**config.mk**
```make
export PLATFORM = sky130hd
export DESIGN_NAME = rom_burst_reader
export DESIGN_NICKNAME = d
export VERILOG_FILES = /design/src/rtl/rom_burst_reader.sv
export SDC_FILE = /design/constraint.sdc
export NUM_CORES = 1
export LEC_CHECK = 0
export ABC_AREA = 0
export BUFFER_PORTS_ARGS = -buffer_cell sky130_fd_sc_hd__buf_2
export CORE_MARGIN = 8
export CORE_UTILIZATION = 40
export CTS_BUF_LIST = sky130_fd_sc_hd__clkbuf_2 sky130_fd_sc_hd__clkbuf_4 sky130_fd_sc_hd__clkbuf_8
export DETAILED_ROUTE_END_ITERATION = 10
export PLACE_DENSITY_LB_ADDON = 0.15
export RECOVER_POWER = 100
export SKIP_LAST_GASP = 1
export SYNTH_ARGS = -nofsm -noshare
export SYNTH_HDL_FRONTEND = slang
export SYNTH_SLANG_ARGS = --single-unit
```
**constraint.sdc**
```tcl
create_clock -name clk -period 4.7 [get_ports clk]
set_input_delay 0.47 -clock clk [delete_from_list [all_inputs] [get_ports clk]]
set_output_delay 0.47 -clock clk [all_outputs]
set_load 0.02 [all_outputs]
```
**src/rtl/rom_burst_reader.sv**
```systemverilog
// Burst address sequencer for a 1-cycle registered ROM, with a 2-entry skid
// FIFO that turns the ROM read data into a lossless valid/ready stream.
module rom_burst_reader #(
  parameter int DATA_WIDTH = 1,
  parameter int ADDR_BITS  = 14,
  parameter int LEN_BITS   = 15
) (
  input  logic                  clk,
  input  logic                  rst_n,
  input  logic                  start,
  input  logic [ADDR_BITS-1:0]  start_addr,
  input  logic [LEN_BITS-1:0]   start_len,
  output logic                  busy,
  output logic                  done,
  output logic [ADDR_BITS-1:0]  rom_address,
  output logic                  rom_enable,
  input  logic [DATA_WIDTH-1:0] rom_data,
  output logic [DATA_WIDTH-1:0] out_data,
  output logic                  out_valid,
  input  logic                  out_ready,
  output logic                  out_last
);

  typedef enum logic [1:0] {
    S_IDLE = 2'd0,
    S_RUN  = 2'd1,
    S_DONE = 2'd2
  } state_t;

  state_t                state_q, state_d;
  logic [ADDR_BITS-1:0]  addr_q, addr_d;
  logic [LEN_BITS-1:0]   rem_q, rem_d;
  logic                  inflight_q, inflight_d;
  logic                  inflight_last_q, inflight_last_d;
  logic [DATA_WIDTH-1:0] fifo_data_q [2];
  logic [DATA_WIDTH-1:0] fifo_data_d [2];
  logic                  fifo_tag_q [2];
  logic                  fifo_tag_d [2];
  logic                  wr_ptr_q, wr_ptr_d;
  logic                  rd_ptr_q, rd_ptr_d;
  logic [1:0]            count_q, count_d;

  logic       pop;
  logic       push;
  logic       issue;
  logic [2:0] occ;

  always_comb begin
    pop   = (count_q != 2'd0) & out_ready;
    push  = inflight_q;
    // Slots already committed after this cycle's pop: stored words plus the one in flight.
    occ   = {1'b0, count_q} + {2'b00, inflight_q} - {2'b00, pop};
    issue = (state_q == S_RUN) && (rem_q != '0) && (occ < 3'd2);

    state_d         = state_q;
    addr_d          = addr_q;
    rem_d           = rem_q;
    inflight_d      = issue;
    inflight_last_d = issue && (rem_q == LEN_BITS'(1));
    fifo_data_d     = fifo_data_q;
    fifo_tag_d      = fifo_tag_q;
    wr_ptr_d        = wr_ptr_q;
    rd_ptr_d        = rd_ptr_q;
    count_d         = count_q + {1'b0, push} - {1'b0, pop};

    case (state_q)
      S_IDLE: begin
        if (start) begin
          state_d = S_RUN;
          addr_d  = start_addr;
          rem_d   = start_len;
        end
      end
      S_RUN: begin
        if (issue) begin
          addr_d = addr_q + ADDR_BITS'(1);
          rem_d  = rem_q - LEN_BITS'(1);
        end
        if ((rem_q == '0) && !inflight_q && (count_q == 2'd0)) state_d = S_DONE;
      end
      S_DONE:  state_d = S_IDLE;
      default: state_d = S_IDLE;
    endcase

    if (push) begin
      fifo_data_d[wr_ptr_q] = rom_data;
      fifo_tag_d[wr_ptr_q]  = inflight_last_q;
      wr_ptr_d              = ~wr_ptr_q;
    end
    if (pop) rd_ptr_d = ~rd_ptr_q;
  end

  always_ff @(posedge clk) begin
    if (!rst_n) begin
      state_q         <= S_IDLE;
      addr_q          <= '0;
      rem_q           <= '0;
      inflight_q      <= 1'b0;
      inflight_last_q <= 1'b0;
      fifo_data_q[0]  <= '0;
      fifo_data_q[1]  <= '0;
      fifo_tag_q[0]   <= 1'b0;
      fifo_tag_q[1]   <= 1'b0;
      wr_ptr_q        <= 1'b0;
      rd_ptr_q        <= 1'b0;
      count_q         <= 2'd0;
    end else begin
      state_q         <= state_d;
      addr_q          <= addr_d;
      rem_q           <= rem_d;
      inflight_q      <= inflight_d;
      inflight_last_q <= inflight_last_d;
      fifo_data_q     <= fifo_data_d;
      fifo_tag_q      <= fifo_tag_d;
      wr_ptr_q        <= wr_ptr_d;
      rd_ptr_q        <= rd_ptr_d;
      count_q         <= count_d;
    end
  end

  assign busy        = (state_q == S_RUN);
  assign done        = (state_q == S_DONE);
  assign rom_enable  = issue;
  assign rom_address = addr_q;
  assign out_valid   = (count_q != 2'd0);
  assign out_data    = fifo_data_q[rd_ptr_q];
  assign out_last    = out_valid & fifo_tag_q[rd_ptr_q];

endmodule
```
# After elaboration in Yosys (flattened, before gate mapping)
# Index checks and enable logic that the tools add are counted.
# word_totals
reg_bits	41
in_bits	34
word_cells	68
# op_classes
addsub	6
order_cmp	4
eq_ne	6
muxes	19
bitwise_logic	6
n_reduce_logical	15
# op_table
cell	count
$mux W15	2
$pmux W15 S2	1
$mux W14	2
$pmux W14 S2	1
$eq A15 B1 Y1 const B	1
$logic_not A15 Y1	1
$reduce_bool A15 Y1	1
$sub A15 B1 Y15 const B	1
$add A14 B1 Y14 const B	1
$mux W1	7
$logic_and A1 B1 Y1	6
$bwmux W2	2
$ge A2 B2 Y1 const B	2
$logic_not A2 Y1	2
$mux W2	2
$ne A2 B1 Y1 const B	2
$not A1 Y2	2
$pmux W2 S2	1
$reduce_bool A2 Y1	2
$add A2 B1 Y3	1
$lt A3 B2 Y1 const B	1
$reduce_and A3 Y1	1
$sub A3 B1 Y3	1
$add A2 B1 Y2	1
other kinds (10)	12

# Longest topological paths before layout
# depth
word_depth	7
ltp_mapped	13
mapped_depth_nobuf	12

# Least setup slack after synthesis
# OpenSTA, ideal clock, no wires.
# synth_path
kind	register to output
startpoint	reg count_q[1]
endpoint	out rom_enable
arrival_time_ns	2.315
t_required_ns	4.230
path_slack_ns	1.915
stages_incl_launch_ff	10
n_path_buf	0
path_cell_list	dfxtp_1 inv_1 nand2_1 and2_1 ha_1 inv_1 ha_1 fa_1 nor3_2 and2_1
# synth_via
elab_chain_cells	5
elab_cells_between_ends	6
# synth_rtl
element	line	text
from (decl)	41	logic [1:0] count_q, count_d;
from (signal assigned)	117	count_q <= count_d;
$reduce_bool A2 Y1	--	
via out_valid	19	output logic out_valid,
$and A1 B1 Y1	49	pop = (count_q != 2'd0) & out_ready;
via pop	43	logic pop;
$sub A3 B1 Y3	52	occ = {1'b0, count_q} + {2'b00, inflight_q} - {2'b00, pop};
$lt A3 B2 Y1	53	issue = (state_q == S_RUN) && (rem_q != '0) && (occ < 3'd2);
$logic_and A1 B1 Y1	53	
to (decl)	16	output logic rom_enable,
# The timed path passes the listed nets, and every way through them passes these cells.

# Final worst setup path
# layout_path
startpoint	reg state_q[1]
endpoint	out busy
# layout_via
elab_chain_cells	1
# layout_rtl
element	line	text
from (decl)	30	state_t state_q, state_d;
from (signal assigned)	108	state_q <= state_d;
$eq A2 B1 Y1	121	assign busy = (state_q == S_RUN);
to (decl)	13	output logic busy,
# Every way passes these cells.

==> results.md <==
* RSZ-0062 raised after global routing: false
* Worst Setup End Kind: primary output
* Fraction of layout cells with a size suffix above 1 at 17.56%
* Effective utilization at floorplan at 41.34%
* Total gr overflow at 0
* Inserted Clock Buffers at 5
* Deepest clock path buffer count at 2
* Async S/R FF share, synth at 0%
* WP data arrival at 3.00 ns
* Tcrit/Tclk final at 73.83%
* Final hold viol count at 0
* Final Setup Violations at 0
* Chip height at 94.22 um
* Quantity of gates resized following cts at 0
* Reg area at 820.8 sq um
* Fin cells at 428
* Critical Path RT at 4.23 ns
* Slew @ Worst Pin at 1.247 ns
* Total power draw at 1.539 mW
* Seq/Total Area, Yosys at 33.54%
* Int Power at 0.8432 mW
* DRC viols at 0
* Tot GR Track Use at 15.11%
* Critical setup path kind: flip-flop to primary output
* # clock sinks at 41
* Worst-path clk slew at 0.08 ns
* Clk_lat worst skew at 0.30 ns
* Initial antenna violation count at 0
* First-pass GRT wire length at 10980 um
* Worst-case clock skew at 0.005747 ns
* Vias per cell at 5.540
* Power Density at 550.7 mW/mm^2
* Switch Pwr at 0.6961 mW
* Post-Syn Instances at 310
* Root buf cell: clkbuf_8
* Critical path launch point type: flip-flop
* Number of max-cap violations at 0
* Ant. Diodes at 0
* Outcome: finished, final reports clean
* Crit path capture: busy
* Die W at 94.22 um
* Routed Antenna Nets at 0
* Crit path from: state_q[1]$_SDFFE_PN0P_
* Most common cell after layout, fill and taps aside: nand2_1
* Switching share of power at 45.22%
* Placed insts at 420
* Yosys reg bits at 41
* Clock power share at 16.4%
* Hold crit path type: input pin to flip-flop
* Layout area overhead at 14.21%
* TritonCTS clock tree: built
* GPL Wtd Cong at 0.7519
* IO Pins at 54
* Fillcell total at 619
* Port Buffers at 53
* Period minus WS final at 3.470 ns
* Full die area at 0.008877 sq mm
* Setup TNS at 0 ns
* Core area at 0.005921 sq mm
* Power share of the combinational group at 47.4%
* Largest net degree at the start of global routing at 35
* First-iteration detailed-routing DRC count at 109
* Register-to-Register Path Depth at 12
* Static leakage at 1.076 nW
* Synth Net Count at 350
* Worst r2r dst: rem_q[0]$_SDFFE_PN0P_
* Slew HR at 16.89%
* Rows at 28
* Commonest non-fill, non-tap cells in the layout: nand2_1, dfxtp_1, a21oi_1
* H-tree depth at 2
* Avg WL per Cell at 15.18 um
* Synth unique cells at 57
* Peak supply drop at 0.2428 mV
* Fin. max-slew vios at 0
* Setup bufs post-CTS at 0
* R2r startpoint: count_q[1]$_SDFF_PN0_
* Post-Syn Area at 0.002447 sq mm
* CP Max Fanout at 24
* Drt pass-1 iters at 4
* Vias in the first global route at 2306
* Reg2reg setup slack at 1.42 ns
* Synth warn at 0
* Via count at 2371
* Fmax at 288.2 MHz
* Final wirelength at 6496 um
* Ys flop type: dfxtp_1
* EDFF count, synth at 0
* Multi-input gate area at 0.001494 sq mm
* Syn Area/Cell at 7.895 sq um
* DP Wirelength at 4698 um
* Sequential power share at 36.2%
* Hold-fix buffers, CTS at 0
* Final #Nets at 392
## state kept, by name, summed over array words and instances (netlist names)
signal           count
fifo_data_q          2
rom_address         14
inflight_last_q      1
wr_ptr_q             1
rd_ptr_q             1
count_q              2
rem_q               15
fifo_tag_q           2
state_q              2
inflight_q           1
## cells by family (layout without fill, tap and decap cells)
| family | after synthesis | count (layout) | synth area share [%] |
|---|---|---|---|
| adders and majority gates | 6 | 6 | 3.374 |
| xor gates and xnor gates | 3 | 3 | 1.074 |
| DFF | 41 | 41 | 33.54 |
| muxes | 5 | 5 | 2.096 |
| buffers and inverters | 29 | 72 | 4.959 |
| AOI/OAI and AO/OA | 91 | 91 | 23.77 |
| and+or+nand+nor | 135 | 135 | 31.18 |
## Yosys cell counts (5+ instances only)
| cell type | n | area share (%) |
|---|---|---|
| inv_1 | 7 | 1.1 |
| nor3_1 | 9 | 1.8 |
| nand2_1 | 42 | 6.4 |
| o21ai_1 | 8 | 1.6 |
| a21oi_1 | 35 | 7.2 |
| nand3_1 | 13 | 2.7 |
| buf_2 | 7 | 1.4 |
| o21ai_0 | 8 | 1.6 |
| nor2_1 | 22 | 3.4 |
| o31ai_1 | 8 | 2.5 |
| clkbuf_1 | 12 | 1.8 |
| dfxtp_1 | 41 | 34 |
| ha_1 | 5 | 2.6 |
| and2_1 | 5 | 1.3 |
## critical path, stage by stage, from the launching register on
cell      delay, ns
dfxtp_1        0.37
nand2b_1       0.62
clkbuf_1       0.73
inv_1          0.63
buf_2          0.33
## metrics by stage
stage | cell area (sq um) | utilization, % | worst slack, ns | hold WS [ns]
floorplan | 2447 | - | 1.915 | 0.4329
global placement | 2740 | 46.28 | 1.557 | 0.4422
detailed placement | 2740 | 46.28 | 1.474 | 0.4520
CTS | 2836 | 47.91 | 1.427 | 0.4165
global route | 2795 | 47.21 | 0.8647 | 0.4364
finish | 2795 | 47.21 | 1.230 | 0.4174
## worst min-delay path by stage
stage	from	to	slack [ns]	depth (start not counted)
6_report	rom_data	fifo_data_q[1]$_SDFFE_PN0P_	0.42	3
5_1_grt	rom_data	fifo_data_q[1]$_SDFFE_PN0P_	0.44	3
4_1_cts	rom_data	fifo_data_q[1]$_SDFFE_PN0P_	0.42	3
3_5_place_dp	fifo_data_q[0]$_SDFFE_PN0P_	fifo_data_q[0]$_SDFFE_PN0P_	0.45	2
3_3_place_gp	fifo_data_q[0]$_SDFFE_PN0P_	fifo_data_q[0]$_SDFFE_PN0P_	0.44	2
2_1_floorplan	fifo_data_q[0]$_SDFFE_PN0P_	fifo_data_q[0]$_SDFFE_PN0P_	0.43	2
## final cells by class
| type | count | share of cell area [%] |
|---|---|---|
| timing repair buffer | 56 | 9.311 |
| sequential | 41 | 29.36 |
| tap | 75 | 3.357 |
| inverter | 8 | 1.074 |
| clock inverter | 2 | 0.4924 |
| clock buffer | 6 | 2.954 |
| multi-input combinational | 240 | 53.45 |
## layer usage
layer  vias to the layer above  track usage (%)  part of all wire (%)
li1                       1205                -                     -
met1                      1114            19.07                    48
met2                        44            24.22                    47
met3                         8            3.517                   4.0
met4                         0            5.680                   1.3
met5                         -                0                     0
## power groups by stage
stage | Clock (mW) | Combinational, mW | Sequential [mW]
after floorplan | 0 | 0.567 | 0.574
after global placement | 0 | 0.745 | 0.566
after detailed placement | 0 | 0.758 | 0.563
after CTS | 0.259 | 0.761 | 0.556
after global routing | 0.271 | 0.819 | 0.575
final | 0.252 | 0.730 | 0.557
Note: power is estimated with default switching activity, not from simulation.
